==> src/rtl/alu54d_sched_pkg.sv <==
// Shared types and helpers for the ALU54D accumulate scheduler.
package alu54d_sched_pkg;

  // Native ALU54D operand/result width
  localparam int ALU_DW = 54;

  typedef enum logic [1:0] {
    IDLE,
    ISSUE,
    WAIT,
    RESP
  } state_t;

  // One accepted beat as latched from the winning requester
  typedef struct packed {
    logic [ALU_DW-1:0] a;
    logic [ALU_DW-1:0] b;
    logic              asign;
    logic              bsign;
    logic              first;
    logic              last;
  } beat_t;

  // Round-robin successor of requester index cur among n requesters
  function automatic int next_rr(input int cur, input int n);
    return (cur + 1) % n;
  endfunction

endpackage

==> src/rtl/alu54d_rr_pick.sv <==
// Combinational round-robin pick: first set bit of valid at or after ptr,
// wrapping around; returns one-hot grant, its index and an any-flag.
module alu54d_rr_pick #(
  parameter int NREQ = 4,
  parameter int IW   = $clog2(NREQ)
) (
  input  logic [NREQ-1:0] valid,
  input  logic [IW-1:0]   ptr,
  output logic [NREQ-1:0] grant,
  output logic [IW-1:0]   idx,
  output logic            any
);

  // cand[k] is the requester index k places after the pointer
  logic [IW-1:0] cand [NREQ];

  for (genvar gi = 0; gi < NREQ; gi++) begin : g_cand
    assign cand[gi] = IW'((int'(ptr) + gi) % NREQ);
  end

  // Scan from farthest to nearest so the nearest valid candidate wins
  always_comb begin
    idx = '0;
    any = 1'b0;
    for (int k = NREQ - 1; k >= 0; k--) begin
      if (valid[cand[k]]) begin
        idx = cand[k];
        any = 1'b1;
      end
    end
    grant = any ? (NREQ'(1) << idx) : '0;
  end

endmodule

==> src/rtl/alu54d_acc_sched.sv <==
// Round-robin scheduler sharing one ALU54D accumulate datapath among NREQ
// requesters, with burst locking from first to last beat.
// Optional watchdog: define ALU54D_SCHED_WATCHDOG_EN to add the TIMEOUT
// parameter, the stall counter and the err_timeout output.
module alu54d_acc_sched
  import alu54d_sched_pkg::*;
#(
  parameter int NREQ    = 4,
  parameter int DW      = ALU_DW,
`ifdef ALU54D_SCHED_WATCHDOG_EN
  parameter int TIMEOUT = 255,
`endif
  parameter int LAT     = 1
) (
  input  logic                    clk,
  input  logic                    reset,
  input  logic [NREQ-1:0]         req_valid,
  output logic [NREQ-1:0]         req_ready,
  input  logic [NREQ*DW-1:0]      req_a,
  input  logic [NREQ*DW-1:0]      req_b,
  input  logic [NREQ*2-1:0]       req_sign,
  input  logic [NREQ-1:0]         req_first,
  input  logic [NREQ-1:0]         req_last,
  output logic                    rsp_valid,
  input  logic                    rsp_ready,
  output logic [DW-1:0]           rsp_data,
  output logic [$clog2(NREQ)-1:0] rsp_id,
  output logic [DW-1:0]           alu_a,
  output logic [DW-1:0]           alu_b,
  output logic                    alu_asign,
  output logic                    alu_bsign,
  output logic                    alu_accload,
  output logic                    alu_ce,
  output logic                    alu_rst,
`ifdef ALU54D_SCHED_WATCHDOG_EN
  output logic                    err_timeout,
`endif
  input  logic [DW-1:0]           alu_dout
);

  localparam int IW = $clog2(NREQ);
  localparam int CW = (LAT > 1) ? $clog2(LAT) : 1;

  state_t          state_reg;
  beat_t           beat_reg;
  logic            locked_reg;
  logic [IW-1:0]   owner_reg;
  logic [IW-1:0]   ptr_reg;
  logic [IW-1:0]   gnt_reg;
  logic [CW-1:0]   wait_reg;

  logic [NREQ-1:0] eligible;
  logic [NREQ-1:0] pick_grant;
  logic [IW-1:0]   pick_idx;
  logic            pick_any;
  logic [1:0]      pick_sign;

`ifdef ALU54D_SCHED_WATCHDOG_EN
  logic [7:0]      wd_reg;
  logic            wd_fire_reg;
`endif

  // While a burst holds the lock only its owner may be granted
  always_comb begin
    eligible = req_valid;
    if (locked_reg) begin
      eligible = req_valid & (NREQ'(1) << owner_reg);
    end
  end

  alu54d_rr_pick #(
    .NREQ (NREQ),
    .IW   (IW)
  ) u_pick (
    .valid (eligible),
    .ptr   (ptr_reg),
    .grant (pick_grant),
    .idx   (pick_idx),
    .any   (pick_any)
  );

  assign pick_sign = req_sign[pick_idx*2 +: 2];

  // Latched operands stay on the ALU pins after the issue cycle
  assign alu_a       = DW'(beat_reg.a);
  assign alu_b       = DW'(beat_reg.b);
  assign alu_asign   = beat_reg.asign;
  assign alu_bsign   = beat_reg.bsign;
  // Only meaningful while alu_ce is high; 0 outside the issue cycle
  assign alu_accload = (state_reg == ISSUE) && !beat_reg.first;

`ifdef ALU54D_SCHED_WATCHDOG_EN
  assign alu_rst     = wd_fire_reg;
  assign err_timeout = wd_fire_reg;
`else
  assign alu_rst     = 1'b0;
`endif

  // Scheduler FSM: grant, issue, wait for ALU result, hold response, track lock
  always_ff @(posedge clk or negedge reset) begin
    if (!reset) begin
      state_reg  <= IDLE;
      beat_reg   <= '0;
      locked_reg <= 1'b0;
      owner_reg  <= '0;
      ptr_reg    <= '0;
      gnt_reg    <= '0;
      wait_reg   <= '0;
      req_ready  <= '0;
      alu_ce     <= 1'b0;
      rsp_valid  <= 1'b0;
      rsp_data   <= '0;
      rsp_id     <= '0;
`ifdef ALU54D_SCHED_WATCHDOG_EN
      wd_reg      <= '0;
      wd_fire_reg <= 1'b0;
`endif
    end else begin
      req_ready <= '0;
      alu_ce    <= 1'b0;
`ifdef ALU54D_SCHED_WATCHDOG_EN
      wd_reg      <= '0;
      wd_fire_reg <= 1'b0;
`endif
      case (state_reg)
        IDLE: begin
          if (pick_any) begin
            req_ready      <= pick_grant;
            gnt_reg        <= pick_idx;
            beat_reg.a     <= ALU_DW'(req_a[pick_idx*DW +: DW]);
            beat_reg.b     <= ALU_DW'(req_b[pick_idx*DW +: DW]);
            beat_reg.asign <= pick_sign[0];
            beat_reg.bsign <= pick_sign[1];
            beat_reg.first <= req_first[pick_idx];
            beat_reg.last  <= req_last[pick_idx];
            alu_ce         <= 1'b1;
            state_reg      <= ISSUE;
          end
`ifdef ALU54D_SCHED_WATCHDOG_EN
          else if (locked_reg && !req_valid[owner_reg]) begin
            // Owner stalled mid-burst: after TIMEOUT idle cycles drop the lock
            if (wd_reg == 8'(TIMEOUT - 1)) begin
              wd_fire_reg <= 1'b1;
              locked_reg  <= 1'b0;
              ptr_reg     <= IW'(next_rr(int'(owner_reg), NREQ));
            end else begin
              wd_reg <= wd_reg + 8'd1;
            end
          end
`endif
        end
        ISSUE: begin
          wait_reg  <= CW'(LAT - 1);
          state_reg <= WAIT;
        end
        WAIT: begin
          if (wait_reg == '0) begin
            rsp_data  <= alu_dout;
            rsp_id    <= gnt_reg;
            rsp_valid <= 1'b1;
            state_reg <= RESP;
          end else begin
            wait_reg <= wait_reg - CW'(1);
          end
        end
        RESP: begin
          if (rsp_ready) begin
            rsp_valid <= 1'b0;
            state_reg <= IDLE;
            if (beat_reg.last) begin
              locked_reg <= 1'b0;
              ptr_reg    <= IW'(next_rr(int'(gnt_reg), NREQ));
            end else begin
              locked_reg <= 1'b1;
              owner_reg  <= gnt_reg;
            end
          end
        end
        default: state_reg <= IDLE;
      endcase
    end
  end

endmodule

==> config.mk <==
export PLATFORM = sky130hd
export DESIGN_NAME = alu54d_acc_sched
export DESIGN_NICKNAME = d
export VERILOG_FILES = /design/src/rtl/alu54d_sched_pkg.sv /design/src/rtl/alu54d_rr_pick.sv /design/src/rtl/alu54d_acc_sched.sv
export SDC_FILE = /design/constraint.sdc
export NUM_CORES = 1
export LEC_CHECK = 0
export BUFFER_PORTS_ARGS = -buffer_cell sky130_fd_sc_hd__buf_2
export CAP_MARGIN = 25
export CORE_AREA = 2 2 269 271
export DETAILED_ROUTE_END_ITERATION = 10
export DIE_AREA = 0 0 271 273
export GPL_ROUTABILITY_DRIVEN = 0
export GPL_TIMING_DRIVEN = 0
export PLACE_DENSITY = 0.35
export SLEW_MARGIN = 30
export SYNTH_ARGS = -nofsm -noshare
export SYNTH_HDL_FRONTEND = slang
export SYNTH_SLANG_ARGS = --single-unit
==> constraint.sdc <==
create_clock -name clk -period 6.1 [get_ports clk]
set_clock_uncertainty 0.15 [all_clocks]
set_input_delay 0.915 -clock clk [delete_from_list [all_inputs] [get_ports clk]]
set_output_delay 0.915 -clock clk [all_outputs]
set_load 0.02 [all_outputs]
==> metrics.txt <==
status=finished clean; crit start category=register; die width=271 um; Routed WL=48260 um; Setup Fix Bufs, Post-CTS=0; # rows=98; max_cap viols=0; Vert. Die Dim=273 um; Max Slew Vio Count=0; FILL cells=7839; total negative slack=0 ps; Die Area=73980 sq um; layout cells sized above 1=58.64%; drt wl/cell=17.67 um; hold_ws=186.7 ps; global-route wire length before repair=70460 um; EDFF count, synth=0; maximum fanout along the worst path=11; P_int=5.533 mW; clock tree root buffer cell=clkbuf_16; Post-DP Area=16250 sq um; Slowest cell on crit path=o21ai_1; Sw Pwr=4.643 mW; min Tclk post-route=3787 ps; Tot Pwr=10.18 mW; DRC=0; Finished Core Util=23.76%; synthesized area per cell=10.90 sq um; Req. time, crit path=6350 ps; final-report setup violation count=0; final count of hold timing violations=0; worst rel slew slack=53.11%; CTS Buf Count=17; cells along the critical path=clkbuf_1 > nand4bb_1 > o211a_1 > nand2_1 > o21ai_1 > buf_2 > buf_2 > clkbuf_1 > nand2_1 > o21ai_1; Ys Warns=0; worst setup path class=register to register; Critical path buffers and inverters=4; routed vias=10312; sw frac=45.63%; Clock Path Buffers=2; HPWL Detailed=39330 um; Clk Latency, worst-skew pair=480 ps; critical path's largest stage delay=560 ps; initial core utilization=16.30%; Area growth syn-to-layout=45.72%; synthesized instance count=1062; post-synthesis cell type count=38; Initial DRC Count=280; Final Instance Area=16870 sq um; post-CTS sizing=0; sequential area share after synthesis=39.56%; IO Count=683; CTS tree=built; clock sinks=183; drt via density=3.776; area of the mapped netlist=11570 sq um; vias in the first global route=11136; GRT Total Usage=12.75%; critical path arrival=4040 ps; pin count of the biggest net entering global routing=75; initial antenna violation count=4; CTS H-tree lvls=4; predominant post-synthesis flop cell=dfrtp_1; IO buf count=681; post-route ant nets=0; 1st-pass router iterations=6; grt total ovfl=0; unrepaired setup endpoints after global routing=false; Pleak=8.337 nW; Tightest Pin Transition=698.6 ps; FFs w/ async S/R, synth=100.0%; most frequent cells in the layout=buf_2, mux2i_1, dfrtp_1; Crit path max-delay family=buffers and inverters; Post-Syn Nets=1575; pwr dens=603.3 nW/um^2; part of the power in registers=20.8%; Total Nets Final=2277; period utilization=62.08%; R2R Path Start=owner_reg[1]; synthesized flop and latch total=183; commonest non-fill, non-tap cell in the layout=buf_2; worst hold path type=input port to async pin; Comb power frac=67.6%; FMAX=0.2641 GHz; CP startpoint=owner_reg[1]; kind of end point of the critical path=register; clk slew on worst S/H paths=90 ps; post-cts hold buffer count=0; worst vdd ir=0.2118 mV; CORE AREA=71000 sq um; clock share of power=11.6%
==> per-stage QoR <==
| stage | setup WS (ps) | cells |
|---|---|---|
| 5_1_grt | 1719 | 2729 |
| 3_3_place_gp | 488.9 | 2693 |
| 4_1_cts | 2054 | 2727 |
| 3_5_place_dp | 1693 | 2695 |
| 6_report | 2313 | 2731 |
| 2_1_floorplan | 3169 | 1062 |
==> power groups by stage <==
stage | Sequential [mW] | Combinational [mW] | Clock (mW)
after CTS | 2.13 | 7.14 | 1.25
after global placement | 2.14 | 7.07 | 0
final | 2.12 | 6.87 | 1.18
after global routing | 2.21 | 7.53 | 1.30
after detailed placement | 2.15 | 7.13 | 0
after floorplan | 2.35 | 4.63 | 0
==> path summary, 6_finish.rpt <==
kind,to,slack (ps),depth (start not counted)
max,alu_asign,2310,10
min,rsp_data[27],190,1
max reg2reg,alu_asign,2310,10
min reg2reg,alu_a[18],340,2
max in group asynchronous,alu_b[44],4820,2
min in group clk,alu_a[18],340,2
==> cells in the mapped netlist, types with 7 or more instances <==
cell      number  area [sq um]
a21oi_1        8         40.04
buf_2         12         60.06
buf_4        113         848.3
buf_6         26         292.8
clkbuf_1      26         97.59
dfrtp_1      183          4579
inv_1          7         26.28
mux2_2       171          1926
mux2i_1      228          2282
nand2_1      120         450.4
o21ai_0        7         35.03
o21ai_1      113         565.5
==> metal layers <==
layer  track usage [%]  vias up  share of wire (%)
met3             3.436       38                5.9
met4             3.591        0                1.9
met1             14.94     4871                 40
met5                 0        -                  0
met2             22.72      362                 52
li1                  -     5041                  -
==> cell families after synthesis <==
group	share of synthesized area, %
AOI/OAI and AO/OA	6.724
xor gates and xnor gates	0.07568
adders and majority gates	0.4324
buffers and inverters	11.61
DFF	39.56
muxes	36.35
other	0.03240
and+or+nand+nor	5.210
==> area by class of cell <==
cell class	count	area, sq um	area share, %
antenna	4	10.01	0.05934
buffer	182	1318	7.811
clock buffer	17	425.4	2.522
clock inverter	15	182.7	1.083
inverter	7	26.28	0.1558
multi-input combinational	690	5664	33.58
sequential	183	4579	27.15
tap	950	1189	7.047
timing repair buffer	683	3473	20.59
(Power assumes the default switching activity.)
